[config.mk]
export PLATFORM = sky130hd
export DESIGN_NAME = word_loader
export DESIGN_NICKNAME = d
export VERILOG_FILES = /design/src/rtl/word_loader.sv
export SDC_FILE = /design/constraint.sdc
export NUM_CORES = 1
export LEC_CHECK = 0
export ABC_AREA = 1
export CORE_ASPECT_RATIO = 1.25
export CORE_MARGIN = 10
export CORE_UTILIZATION = 40
export CTS_BUF_LIST = sky130_fd_sc_hd__clkbuf_16
export CTS_CLUSTER_DIAMETER = 200
export DETAILED_ROUTE_END_ITERATION = 8
export SYNTH_ARGS = -nofsm -noshare
export SYNTH_HDL_FRONTEND = slang
export SYNTH_SLANG_ARGS = --single-unit
[constraint.sdc]
create_clock -name clk -period 5.05 [get_ports clk]
set_clock_uncertainty 0.15 [all_clocks]
set_input_delay 0.505 -clock clk [delete_from_list [all_inputs] [get_ports clk]]
set_output_delay 0.505 -clock clk [all_outputs]
set_load 0.01 [all_outputs]
[src/rtl/word_loader.sv]
// word_loader: splits a valid/ready byte stream into words on 0x00/0x20
// delimiters, writes each word null-terminated into the matcher's input-word
// SRAM, restarts and launches the matcher, waits for done with a timeout and
// reports hit/timeout/truncation per word.
//
// Ports:
//   clk, rst_n              clock, asynchronous active-low reset
//   in_valid/in_ready/in_data   byte stream handshake (in_ready decodes from state)
//   wr_en/wr_addr/wr_data   input-word SRAM write port (registered)
//   match_rst_n             matcher reset, low in TERM or while rst_n is low
//   match_cs                one-cycle matcher start pulse (registered)
//   match_done/match_hit    matcher status inputs
//   result_valid            one-cycle pulse per completed word
//   result_hit/timeout/trunc    per-word status, held until the next report
//   word_count              completed words, saturating
module word_loader #(
    parameter int unsigned ADDR_WIDTH     = 4,
    parameter int unsigned DATA_WIDTH     = 8,
    parameter int unsigned TIMEOUT_CYCLES = 64
) (
    input  logic                  clk,
    input  logic                  rst_n,
    input  logic                  in_valid,
    output logic                  in_ready,
    input  logic [DATA_WIDTH-1:0] in_data,
    output logic                  wr_en,
    output logic [ADDR_WIDTH-1:0] wr_addr,
    output logic [DATA_WIDTH-1:0] wr_data,
    output logic                  match_rst_n,
    output logic                  match_cs,
    input  logic                  match_done,
    input  logic                  match_hit,
    output logic                  result_valid,
    output logic                  result_hit,
    output logic                  result_timeout,
    output logic                  result_trunc,
    output logic [15:0]           word_count
);
    localparam int unsigned CNT_WIDTH = $clog2(TIMEOUT_CYCLES + 1);
    localparam logic [ADDR_WIDTH-1:0] LEN_MAX   = '1;
    localparam logic [CNT_WIDTH-1:0]  CNT_LAST  = CNT_WIDTH'(TIMEOUT_CYCLES - 1);
    localparam logic [DATA_WIDTH-1:0] CHAR_NUL  = '0;
    localparam logic [DATA_WIDTH-1:0] CHAR_SPC  = DATA_WIDTH'(32);

    typedef enum logic [2:0] {
        ST_COLLECT,
        ST_TERM,
        ST_START,
        ST_WAIT,
        ST_REPORT
    } state_t;

    state_t                state, state_nxt;
    logic [ADDR_WIDTH-1:0] len, len_nxt;
    logic                  trunc, trunc_nxt;
    logic [CNT_WIDTH-1:0]  cnt, cnt_nxt;
    logic                  wr_en_nxt;
    logic [ADDR_WIDTH-1:0] wr_addr_nxt;
    logic [DATA_WIDTH-1:0] wr_data_nxt;
    logic                  match_cs_nxt;
    logic                  result_valid_nxt;
    logic                  result_hit_nxt;
    logic                  result_timeout_nxt;
    logic                  result_trunc_nxt;
    logic [15:0]           word_count_nxt;
    logic                  is_delim;

    assign is_delim    = (in_data == CHAR_NUL) || (in_data == CHAR_SPC);
    assign in_ready    = (state == ST_COLLECT);
    assign match_rst_n = rst_n && (state != ST_TERM);

    // State and registered outputs
    always_ff @(posedge clk or negedge rst_n) begin
        if (!rst_n) begin
            state          <= ST_COLLECT;
            len            <= '0;
            trunc          <= 1'b0;
            cnt            <= '0;
            wr_en          <= 1'b0;
            wr_addr        <= '0;
            wr_data        <= '0;
            match_cs       <= 1'b0;
            result_valid   <= 1'b0;
            result_hit     <= 1'b0;
            result_timeout <= 1'b0;
            result_trunc   <= 1'b0;
            word_count     <= '0;
        end else begin
            state          <= state_nxt;
            len            <= len_nxt;
            trunc          <= trunc_nxt;
            cnt            <= cnt_nxt;
            wr_en          <= wr_en_nxt;
            wr_addr        <= wr_addr_nxt;
            wr_data        <= wr_data_nxt;
            match_cs       <= match_cs_nxt;
            result_valid   <= result_valid_nxt;
            result_hit     <= result_hit_nxt;
            result_timeout <= result_timeout_nxt;
            result_trunc   <= result_trunc_nxt;
            word_count     <= word_count_nxt;
        end
    end

    // Next-state and next-output decode; outputs land one cycle after the decision
    always_comb begin
        state_nxt          = state;
        len_nxt            = len;
        trunc_nxt          = trunc;
        cnt_nxt            = cnt;
        wr_en_nxt          = 1'b0;
        wr_addr_nxt        = wr_addr;
        wr_data_nxt        = wr_data;
        match_cs_nxt       = 1'b0;
        result_valid_nxt   = 1'b0;
        result_hit_nxt     = result_hit;
        result_timeout_nxt = result_timeout;
        result_trunc_nxt   = result_trunc;
        word_count_nxt     = word_count;

        unique case (state)
            ST_COLLECT: begin
                if (in_valid) begin
                    if (is_delim) begin
                        // Terminator write is issued so it is on the port during TERM
                        if (len != '0) begin
                            state_nxt   = ST_TERM;
                            wr_en_nxt   = 1'b1;
                            wr_addr_nxt = len;
                            wr_data_nxt = CHAR_NUL;
                        end
                    end else if (len != LEN_MAX) begin
                        wr_en_nxt   = 1'b1;
                        wr_addr_nxt = len;
                        wr_data_nxt = in_data;
                        len_nxt     = len + ADDR_WIDTH'(1);
                    end else begin
                        trunc_nxt = 1'b1;
                    end
                end
            end
            ST_TERM: begin
                match_cs_nxt = 1'b1;
                state_nxt    = ST_START;
            end
            ST_START: begin
                cnt_nxt   = '0;
                state_nxt = ST_WAIT;
            end
            ST_WAIT: begin
                // Done wins over a timeout landing in the same cycle
                if (match_done || (cnt == CNT_LAST)) begin
                    state_nxt          = ST_REPORT;
                    result_valid_nxt   = 1'b1;
                    result_hit_nxt     = match_done && match_hit;
                    result_timeout_nxt = !match_done;
                    result_trunc_nxt   = trunc;
                    if (word_count != 16'hFFFF) begin
                        word_count_nxt = word_count + 16'd1;
                    end
                    len_nxt   = '0;
                    trunc_nxt = 1'b0;
                end else begin
                    cnt_nxt = cnt + CNT_WIDTH'(1);
                end
            end
            ST_REPORT: begin
                state_nxt = ST_COLLECT;
            end
            default: begin
                state_nxt = ST_COLLECT;
            end
        endcase
    end

endmodule
==> summary.txt <==
outcome = complete, no violations
met2 Track Usage GR = 23.3%
WP data arrival = 1.68 ns
Final Cycle Share = 46.2%
first-pass GRT wire length = 10,400 um
Detail Route Antenna Nets = 0
Synth Area per Inst = 7.71 um^2
vias per cell = 4.73
R2R depth = 9
crit-path cells = nor2_1 -> nand2_1 -> inv_1 -> clkdlybuf4s50_1
Worst path max stage delay = 0.56 ns
slowest library cell on the worst path = clkdlybuf4s50_1
detailed placement HPWL = 4570 um
Syn Std Cell Area = 0.00258 mm^2
CTS-repair resized insts = 0
Root Buffer = clkbuf_16
die width = 91.9 um
CTS tree = done
Mapped Nets = 352
PwrDens = 455 mW/mm^2
TNS Setup = 0 ns
worst setup path class = reg2out
Reg clk slew, reported paths = 0.06 ns
wire per inst = 12.9 um
adder-cell area share of the yosys netlist = 1.94%
Top Usage Layer GRT = met2
clock sinks = 49
Slew @ Worst Pin = 0.661 ns
Ant. Diodes = 0
final count of hold timing violations = 0
routed via count = 2,230
I/O pins = 49
largest family of logic cells by synthesized area = simple AND/OR/NAND/NOR gates
GPL Wtd Cong = 0.756
largest net degree at the start of global routing = 50
Leak = 1.64 nW
Final Util = 52.6%
core area = 0.00621 mm^2
number of post-CTS setup repair buffers = 0
Max Root-Sink Buffers = 2
total global routing overflow = 0
Area Overhead vs Synth = 26.4%
Tot GR Track Use = 12.5%
Starting DRT DRC Count = 56
EDFF count, synth = 0
ranking of synthesized cells by area = dfrtp_1 (48%), nand2_1 (20%), nand3_1 (4.7%)
met3 Usage GRT = 3.41%
RSZ-0062 raised after global routing = no
max_cap viols = 0
PnR Total Power = 1.48 mW
Worst Hold Class = in2async
Slew headroom = 55.8%
share of the synthesized area in the top cell type = 47.5%
Placement Rows = 32
Detailed Routing Iterations Pass 1 = 4
ys async rst share = 100%
leading area contributor after synthesis = dfrtp_1
I/O Buffers = 48
xor and xnor area share after synthesis = 4.41%
Synth Area in Simple Gates = 34.9%
number of global-route vias before repair = 2,239
data required time of the critical path = 4.39 ns
Synth Instances = 335
Max Slew Vio Count = 0
pre-CTS setup slack = 2.59 ns
fin worst setup slack = 2.72 ns
# DRC = 0
GRT met1 Usage = 13.3%
mux cell area share after synthesis = 0%
Worst setup SP type = flop
crit end category = primary output
hold_buf cts = 0
Starting Density = 41.6%
flops & latches, synth = 49
Seq/Total Area, Yosys = 47.5%
max frequency = 0.429 GHz
Ys Warns = 0
layout cells sized above 1 = 6.22%
layout filler cell count = 622
initial antenna violation count = 0
final setup fails = 0
H-tree level count = 2
WHS = 0.268 ns
Total Wirelength = 6100 um
total CTS buffers = 5
post-route minimum period = 2.33 ns
Nets = 403
compound-cell area share of the yosys netlist = 5.19%
Worst Path Max Fanout = 4
dominant synthesized flop cell = dfrtp_1
reg2reg setup slack = 3.08 ns
VDD IR-drop max = 245 uV
Die H = 110 um
die area = 0.0101 mm^2
Cell variety after synth = 28
clock latency on the worst-skew pair = 0.28 ns
-- metal layers --
layer,vias to the layer above,share of wire (%)
li1,1139,-
met1,1049,41
met2,35,53
met3,7,4.9
met4,0,1.4
met5,-,0
-- layout by cell type (no fill, tap or decap), types with 6 or more instances in the layout --
cell and n:
nand3_1 24, o21ai_1 10, o21ai_0 6, dfrtp_1 49, inv_1 29, xor2_1 8, clkdlybuf4s50_1 47, nor2_1 31
nand2_1 139
-- worst max-delay path: cells and delay by family, from the launching register on --
kind	cells	cell delay [ns]
buffers and inverters	2	0.71
DFF	1	0.39
and+or+nand+nor	2	0.30
-- registers in the layout (all words and copies together) (netlist names), 3 cells and up --
name and cells:
len 4, wr_data 8, cnt 7, word_count 16, wr_addr 4, state 3
-- where the power goes --
group / internal [mW] / total, mW / switching, mW
sequential: 0.502 / 0.586 / 0.0838
combinational: 0.264 / 0.584 / 0.320
clock: 0.177 / 0.316 / 0.138
-- synthesized netlist by cell type, drive strengths merged, types with 2 or more instances --
| cell | count |
|---|---|
| nand4 | 2 |
| a21oi | 2 |
| o21ai | 17 |
| buf | 5 |
| nor3 | 3 |
| xnor2 | 5 |
| xor2 | 8 |
| nand3b | 2 |
| ha | 4 |
| inv | 31 |
| dfrtp | 49 |
| nor2 | 35 |
| nand3 | 25 |
| nand2 | 144 |
-- layout make-up --
class	count	area [um^2]	share of cell area (%)
clock buffers	5	125	3.83
clock inverters	2	7.51	0.230
inverters	31	116	3.57
multi-input cells	250	1200	36.7
flip-flops and latches	49	1230	37.6
well taps	85	106	3.26
repair buffers	49	483	14.8
-- path summary, 6_finish.rpt --
path / from / to
min: rst_n / word_count[1]
max in group asynchronous: rst_n / state[0]
max reg2reg: len[0] / wr_data[7]
min reg2reg: wr_addr[3] / wr_addr[3]
min in group clk: wr_addr[3] / wr_addr[3]
max: state[2] / in_ready
-- cells by family after synthesis --
| logic type | count (synthesis) |
|---|---|
| buffers and inverters | 36 |
| AOI/OAI and AO/OA | 21 |
| xor gates and xnor gates | 13 |
| and+or+nand+nor | 212 |
| adders and majority gates | 4 |
| DFF | 49 |
-- through the flow --
| step | area, um^2 | cells |
|---|---|---|
| 2_1_floorplan | 2580 | 335 |
| 3_3_place_gp | 3130 | 464 |
| 3_5_place_dp | 3130 | 464 |
| 4_1_cts | 3260 | 471 |
| 5_1_grt | 3260 | 471 |
| 6_report | 3260 | 471 |
No activity file was read; power rests on OpenSTA's default activity.
